## config.mk

```make
export PLATFORM = sky130hd
export DESIGN_NAME = ef3_input_sequencer
export DESIGN_NICKNAME = d
export VERILOG_FILES = /design/src/rtl/ef3_input_sequencer.sv
export SDC_FILE = /design/constraint.sdc
export NUM_CORES = 1
export LEC_CHECK = 0
export CORE_MARGIN = 2
export CORE_UTILIZATION = 45
export DETAILED_ROUTE_END_ITERATION = 12
export SLEW_MARGIN = 20
export SYNTH_ARGS = -nofsm -noshare
export SYNTH_HDL_FRONTEND = slang
export SYNTH_SLANG_ARGS = --single-unit
```

## constraint.sdc

```tcl
create_clock -name CLOCK_50 -period 2.8 [get_ports CLOCK_50]
set_input_delay 0.42 -clock CLOCK_50 [delete_from_list [all_inputs] [get_ports CLOCK_50]]
set_output_delay 0.42 -clock CLOCK_50 [all_outputs]
set_load 0.01 [all_outputs]
```

## src/rtl/ef3_input_sequencer.sv

```systemverilog
// EF3 input sequencer: synchronize and debounce the DE-board switches and keys,
// then drive abcd from the switches or from a free-running / single-step walker.
module ef3_input_sequencer #(
  parameter int DEBOUNCE_CYCLES = 500000,
  parameter int STEP_CYCLES     = 25000000
) (
  input  logic       CLOCK_50,
  input  logic       rst_n,
  input  logic [3:0] SW,
  input  logic       mode_sw,
  input  logic [1:0] KEY,
  output logic [3:0] abcd,
  output logic       changed,
  output logic       wrap,
  output logic [1:0] state
);

  localparam int DW = $clog2(DEBOUNCE_CYCLES);
  localparam int PW = $clog2(STEP_CYCLES);
  localparam logic [DW-1:0] DB_LAST = DW'(DEBOUNCE_CYCLES - 1);
  localparam logic [PW-1:0] PS_LAST = PW'(STEP_CYCLES - 1);
  // Bit order {KEY[1], KEY[0], mode_sw, SW[3:0]}; keys idle high.
  localparam logic [6:0] IN_RST = 7'b110_0000;

  typedef enum logic [1:0] {
    ST_MANUAL = 2'b00,
    ST_PAUSE  = 2'b01,
    ST_RUN    = 2'b10
  } state_e;

  logic [6:0]         raw;
  logic [6:0]         sync1_q;
  logic [6:0]         sync2_q;
  logic [6:0]         db_q, db_d;
  logic [6:0][DW-1:0] cnt_q, cnt_d;
  logic [1:0]         key_prev_q;
  logic               step_p;
  logic               run_p;
  logic               mode;

  state_e      state_q, state_d;
  logic [3:0]  walker_q, walker_d;
  logic [PW-1:0] presc_q, presc_d;
  logic [3:0]  abcd_q, abcd_d;
  logic        changed_q, changed_d;
  logic        wrap_q, wrap_d;
  logic        inc;

  assign raw = {KEY, mode_sw, SW};

  always_comb begin
    db_d  = db_q;
    cnt_d = cnt_q;
    for (int i = 0; i < 7; i++) begin
      if (sync2_q[i] == db_q[i]) begin
        cnt_d[i] = '0;
      end else if (cnt_q[i] == DB_LAST) begin
        db_d[i]  = sync2_q[i];
        cnt_d[i] = '0;
      end else begin
        cnt_d[i] = cnt_q[i] + 1'b1;
      end
    end
  end

  always_ff @(posedge CLOCK_50) begin
    if (!rst_n) begin
      sync1_q    <= IN_RST;
      sync2_q    <= IN_RST;
      db_q       <= IN_RST;
      cnt_q      <= '0;
      key_prev_q <= 2'b11;
    end else begin
      sync1_q    <= raw;
      sync2_q    <= sync1_q;
      db_q       <= db_d;
      cnt_q      <= cnt_d;
      key_prev_q <= db_q[6:5];
    end
  end

  // Press pulses fire on the debounced 1->0 edge only.
  assign step_p = key_prev_q[0] & ~db_q[5];
  assign run_p  = key_prev_q[1] & ~db_q[6];
  assign mode   = db_q[4];

  always_comb begin
    state_d  = state_q;
    walker_d = walker_q;
    presc_d  = presc_q;
    inc      = 1'b0;
    unique case (state_q)
      ST_MANUAL: begin
        if (mode) begin
          state_d  = ST_PAUSE;
          walker_d = '0;
        end
      end
      ST_PAUSE: begin
        if (!mode) begin
          state_d = ST_MANUAL;
        end else begin
          inc = step_p;
          if (run_p) begin
            state_d = ST_RUN;
            presc_d = '0;
          end
        end
      end
      ST_RUN: begin
        if (!mode) begin
          state_d = ST_MANUAL;
        end else begin
          if (presc_q == PS_LAST) begin
            inc     = 1'b1;
            presc_d = '0;
          end else begin
            presc_d = presc_q + 1'b1;
          end
          if (run_p) state_d = ST_PAUSE;
        end
      end
      default: state_d = ST_MANUAL;
    endcase
    if (inc) walker_d = walker_q + 4'd1;
    wrap_d    = inc & (walker_q == 4'hF);
    abcd_d    = (state_d == ST_MANUAL) ? db_q[3:0] : walker_d;
    changed_d = (abcd_d != abcd_q);
  end

  always_ff @(posedge CLOCK_50) begin
    if (!rst_n) begin
      state_q   <= ST_MANUAL;
      walker_q  <= '0;
      presc_q   <= '0;
      abcd_q    <= '0;
      changed_q <= 1'b0;
      wrap_q    <= 1'b0;
    end else begin
      state_q   <= state_d;
      walker_q  <= walker_d;
      presc_q   <= presc_d;
      abcd_q    <= abcd_d;
      changed_q <= changed_d;
      wrap_q    <= wrap_d;
    end
  end

  assign abcd    = abcd_q;
  assign changed = changed_q;
  assign wrap    = wrap_q;
  assign state   = state_q;

endmodule
```

Yosys cells after proc, flatten, opt, wreduce, memory -nomap -nowiden
Index checks and enable logic that the tools add are counted.
{"block": "totals", "ff_bits": 193, "latchBits": 0, "ram_bits": 0, "rom_bits": 0, "input_bits": 9, "output_inout_bits": 8, "wordCells": 104, "memories": 0}
{"block": "op_classes", "addsub": 9, "n_mul": 0, "div": 0, "n_lt_le_gt_ge": 0, "n_eq_ne": 22, "shift": 0, "muxes": 19, "bitwise": 13, "n_reduce_logical": 18}
{"op": "$add A19 B1 Y19 const B", "n": 7}
{"op": "$eq A19 B19 Y1 const B", "n": 7}
{"op": "$mux W25", "n": 4}
{"op": "$pmux W25 S2", "n": 1}
{"op": "$add A25 B1 Y25 const B", "n": 1}
{"op": "$eq A25 B25 Y1 const B", "n": 1}
{"op": "$reduce_or A3 Y1", "n": 7}
{"op": "$mux W4", "n": 4}
{"op": "$reduce_and A2 Y1", "n": 7}
{"op": "$mux W2", "n": 5}
{"op": "$not A1 Y1", "n": 10}
{"op": "$eq A1 B1 Y1", "n": 7}
{"op": "$ne A2 B2 Y1 const B", "n": 3}
{"op": "$pmux W2 S3", "n": 1}
{"op": "$add A4 B1 Y4 const B", "n": 1}
{"op": "$eq A4 B4 Y1 const B", "n": 1}
{"op": "$logic_not A2 Y1", "n": 2}
{"op": "$ne A4 B4 Y1", "n": 1}
{"op": "$reduce_and A4 Y1", "n": 1}
{"op": "$and A1 B1 Y1", "n": 3}
{"op": "$mux W1", "n": 3}
{"op": "$eq A2 B1 Y1 const B", "n": 1}
{"op": "$eq A2 B2 Y1 const B", "n": 1}
{"op": "$pmux W1 S2", "n": 1}
{"op": "$reduce_bool A2 Y1", "n": 1}

Longest topological paths before layout
{"block": "logic_depth", "ltp_word": 8, "depth_mapped": 10, "depth_no_buf": 10}

Worst setup path after synthesis
Ideal clock, no wire load.
{"block": "synth_timing", "path_kind": "reg-to-reg", "start": "reg state_q[0], in the netlist state[0]", "end": "reg changed_q, in the netlist changed", "arrival_time_ns": 2.055, "slack_ns": 0.625, "stages_incl_launch_ff": 11, "synth_period_minus_slack_ns": 2.175, "cell_sequence": "dfxtp_1 > inv_1 > ha_1 > inv_1 > o211ai_1 > a32oi_1 > buf_2 > o31a_1 > xnor2_1 > o211ai_1 > a211o_1"}
{"block": "synth_between", "elab_chain_len": 6, "word_cells_on_any_way": 15, "classes_between": "eq/ne (3); mux (10); reduce/logical (2)"}
{"item": "start, declared", "line": "41", "source": "state_e state_q, state_d;"}
{"item": "start signal, assigned", "line": "140", "source": "state_q <= state_d;"}
{"item": "$mux W2, on equally long branches", "line": "120, 104"}
{"item": "$mux W2, on equally long branches", "line": "111, 100"}
{"item": "$pmux W2 S3", "line": "92", "source": "unique case (state_q)"}
{"item": "$logic_not A2 Y1", "line": "127", "source": "abcd_d = (state_d == ST_MANUAL) ? db_q[3:0] : walker_d;"}
{"item": "$mux W4 *", "line": "127"}
{"item": "$ne A4 B4 Y1 *", "line": "128", "source": "changed_d = (abcd_d != abcd_q);"}
{"item": "end signal, assigned", "line": "144", "source": "changed_q <= changed_d;"}
{"item": "end, declared", "line": "45", "source": "logic changed_q, changed_d;"}
Mark *: on every way between the ends. The rest lies on a longest branch, timed or not.
A chain may end at the register's enable or synchronous reset.

Worst setup path in the final report
{"block": "layout_timing", "start": "reg presc_q[6]", "end": "reg changed_q, in the netlist changed"}
{"block": "layout_between", "elab_chain_len": 7}
{"item": "start, declared", "line": "43", "source": "logic [PW-1:0] presc_q, presc_d;"}
{"item": "start signal, assigned", "line": "142", "source": "presc_q <= presc_d;"}
{"item": "$eq A25 B25 Y1", "line": "114", "source": "if (presc_q == PS_LAST) begin"}
{"item": "$mux W1", "line": "114"}
{"item": "$mux W1", "line": "111", "source": "if (!mode) begin"}
{"item": "$pmux W1 S2", "line": "92"}
{"item": "$mux W4", "line": "125", "source": "if (inc) walker_d = walker_q + 4'd1;"}
{"item": "$mux W4", "line": "127"}
{"item": "$ne A4 B4 Y1", "line": "128"}
Every way passes these cells.

==> metrics <==
P&R area growth vs syn=12.4%; Final TNS setup=0 ps; I/O pins=17; Tot Pwr=5390 uW; First-pass DRT Iterations=5; setup bufs post-CTS=0; first-pass GRT wire length=26,400 um; drt total wl=14,800 um; Slew @ Worst Pin=870 ps; row cnt=49; WL/cell=12.1 um; Final Wtd Congestion=0.786; DR iter-0 viols=360; Max Cap Viol=0; RSZ-0062 raised after global routing=no; register clock-pin slew on the reported worst setup and hold paths=70 ps; Slew Viols, Final=0; final setup fails=0; Post-route DRC=0; die area=19,600 sq um; top cell type's share of synthesized area=46.5%; sequential-to-total area share from yosys stat=46.5%; CTS max path bufs=2; Die H=140 um; crit path DAT=2820 ps; post-CTS sizing=0; # nets final=1,001; status=finished clean; Netlist Area Pre-Place=8320 sq um; via count of the routed design=6,137; H-tree lvl count=4; worst-skew pair later-pin latency=430 ps; DP Wirelength=10,000 um; Yosys reg bits=193; Final Skew=12.1 ps; LEAKAGE=0.00306 uW; Syn Inst Count=961; Fin. Hold Viols=0; total CTS buffers=17; max incr delay on CP=400 ps; Synth warnings=0; CTS tree=built; Mapped Avg Cell Area=8.66 sq um; GRT met1 Usage=21.9%; initial antenna violation count=0; PwrDens=576 nW/um^2; ANT cells=0; grt met3 use=4.75%; grt total ovfl=0; crit path time final=2500 ps; total global routing track utilization=16.1%; worst-path fanout max=6; core box area=18,000 sq um; synth cell count leaders=nor2_1, dfxtp_1, xor2_1; cell taking the most area after synthesis=dfxtp_1; Synth Flop Type=dfxtp_1; Die X=140 um; Netlist cell types=49; largest net degree at the start of global routing=30; fraction of registers with async set or reset after synthesis=0%; CTS Root Buffer Type=clkbuf_16; Peak VDD IR=0.578 mV; most frequent cell after synthesis=nor2_1; CP Class=flop to flop; GR peak layer=met2; Post-Syn Nets=983; Hold Buf Count CTS=0; GRT met2 Usage=25.0%; hold crit path type=flop to flop; layout cells sized above 1=4.64%; Area contributors post-synth=dfxtp_1, nor2_1, xor2_1; vias in the first global route=5,785; Sink Count=193; fmax=0.399 GHz; CP cell instances=nor4_1 > nand4_1 > o41ai_4 > a21oi_1 > o31a_1 > xnor2_1 > o211ai_1 > a211o_1; crit path capture type=flop; critical path required time=3110 ps; ratio of final minimum period to clock period=89.5%; critical path's slowest cell=o41ai_4; initial core utilization=46.1%; Final ANT Viol Nets=0; # port buffers=16; CP startpoint kind=flop; vias per std cell=5.03; final worst setup slack=295 ps; DP Worst Slack=287 ps; Rel. slew slack=41.8%; Post-synth EDFFs=0
==> cell usage in the layout, fill, tap and decap left out, drive strengths merged, types with 16 or more instances in the layout <==
cell and count:
a21oi 27, and2 17, inv 27, clkdlybuf4s50 16, nand4 31, nand2 68, xor2 76, or3 19
nor3 17, o21ai 21, nor2 199, dfxtp 193, xnor2 61, clkbuf 19, nand3 63, and3 27
==> registers in the layout (all words and copies together) (netlist names) <==
register,count
changed,1
state,2
walker_q,4
key_prev_q,2
presc_q,25
sync1_q,7
db_q,7
sync2_q,7
abcd,4
wrap,1
cnt_q,133
==> stage by stage <==
step / hold WS [ps] / instance area (sq um) / util (%) / cells
global route: 423 / 9350 / 51.9 / 1221
detailed placement: 395 / 8730 / 48.4 / 1189
CTS: 411 / 9350 / 51.9 / 1221
floorplan: 386 / 8320 / - / 961
global placement: 388 / 8730 / 48.4 / 1189
finish: 405 / 9350 / 51.9 / 1221
==> path summary, 6_finish.rpt <==
path	depth (start not counted)	start	endpoint	slack, ps
max	8	presc_q[6]$_SDFFE_PN0P_	changed$_SDFF_PN0_	300
min	1	sync1_q[5]$_SDFF_PN1_	sync2_q[5]$_SDFF_PN1_	410
max reg2reg	8	presc_q[6]$_SDFFE_PN0P_	changed$_SDFF_PN0_	300
min reg2reg	1	sync1_q[5]$_SDFF_PN1_	sync2_q[5]$_SDFF_PN1_	410
==> cells by family (layout without fill, tap and decap cells) <==
logic type,after synthesis,in the layout,share of synthesized area (%)
muxes,10,10,1.20
DFF,193,193,46.5
AOI/OAI and AO/OA,70,70,5.39
xor gates and xnor gates,137,137,14.4
adders and majority gates,13,13,1.96
buffers and inverters,50,81,2.27
and+or+nand+nor,488,488,28.3
==> metal layers <==
| layer | part of all wire (%) | wire length (um) | vias to the layer above |
|---|---|---|---|
| li1 | - | - | 3262 |
| met1 | 52 | 7660 | 2812 |
| met2 | 43 | 6430 | 51 |
| met3 | 3.9 | 574 | 12 |
| met4 | 1.0 | 151 | 0 |
| met5 | 0 | 0 | - |
==> critical path: cells and delay by family (launching register included) <==
family / cells / cell delay, ps
compound gates: 5 / 1310
xor+xnor: 1 / 150
flops: 1 / 350
simple gates: 2 / 580
==> area by class of cell <==
cell class | count | area, sq um
flip-flops and latches | 193 | 3860
inverters | 26 | 97.6
clock buffers | 19 | 443
repair buffers | 23 | 213
fillers | 1726 | 8670
multi-input cells | 718 | 4270
well taps | 229 | 287
clock inverters | 13 | 184
==> power by group <==
part           switching [uW]  internal (uW)  leakage [uW]
sequential               6.45           2760       0.00156
combinational            38.3           24.2       0.00121
clock                    1040           1520      0.000299
total                    1090           4300       0.00306
Power figures use the tool's default switching activity.
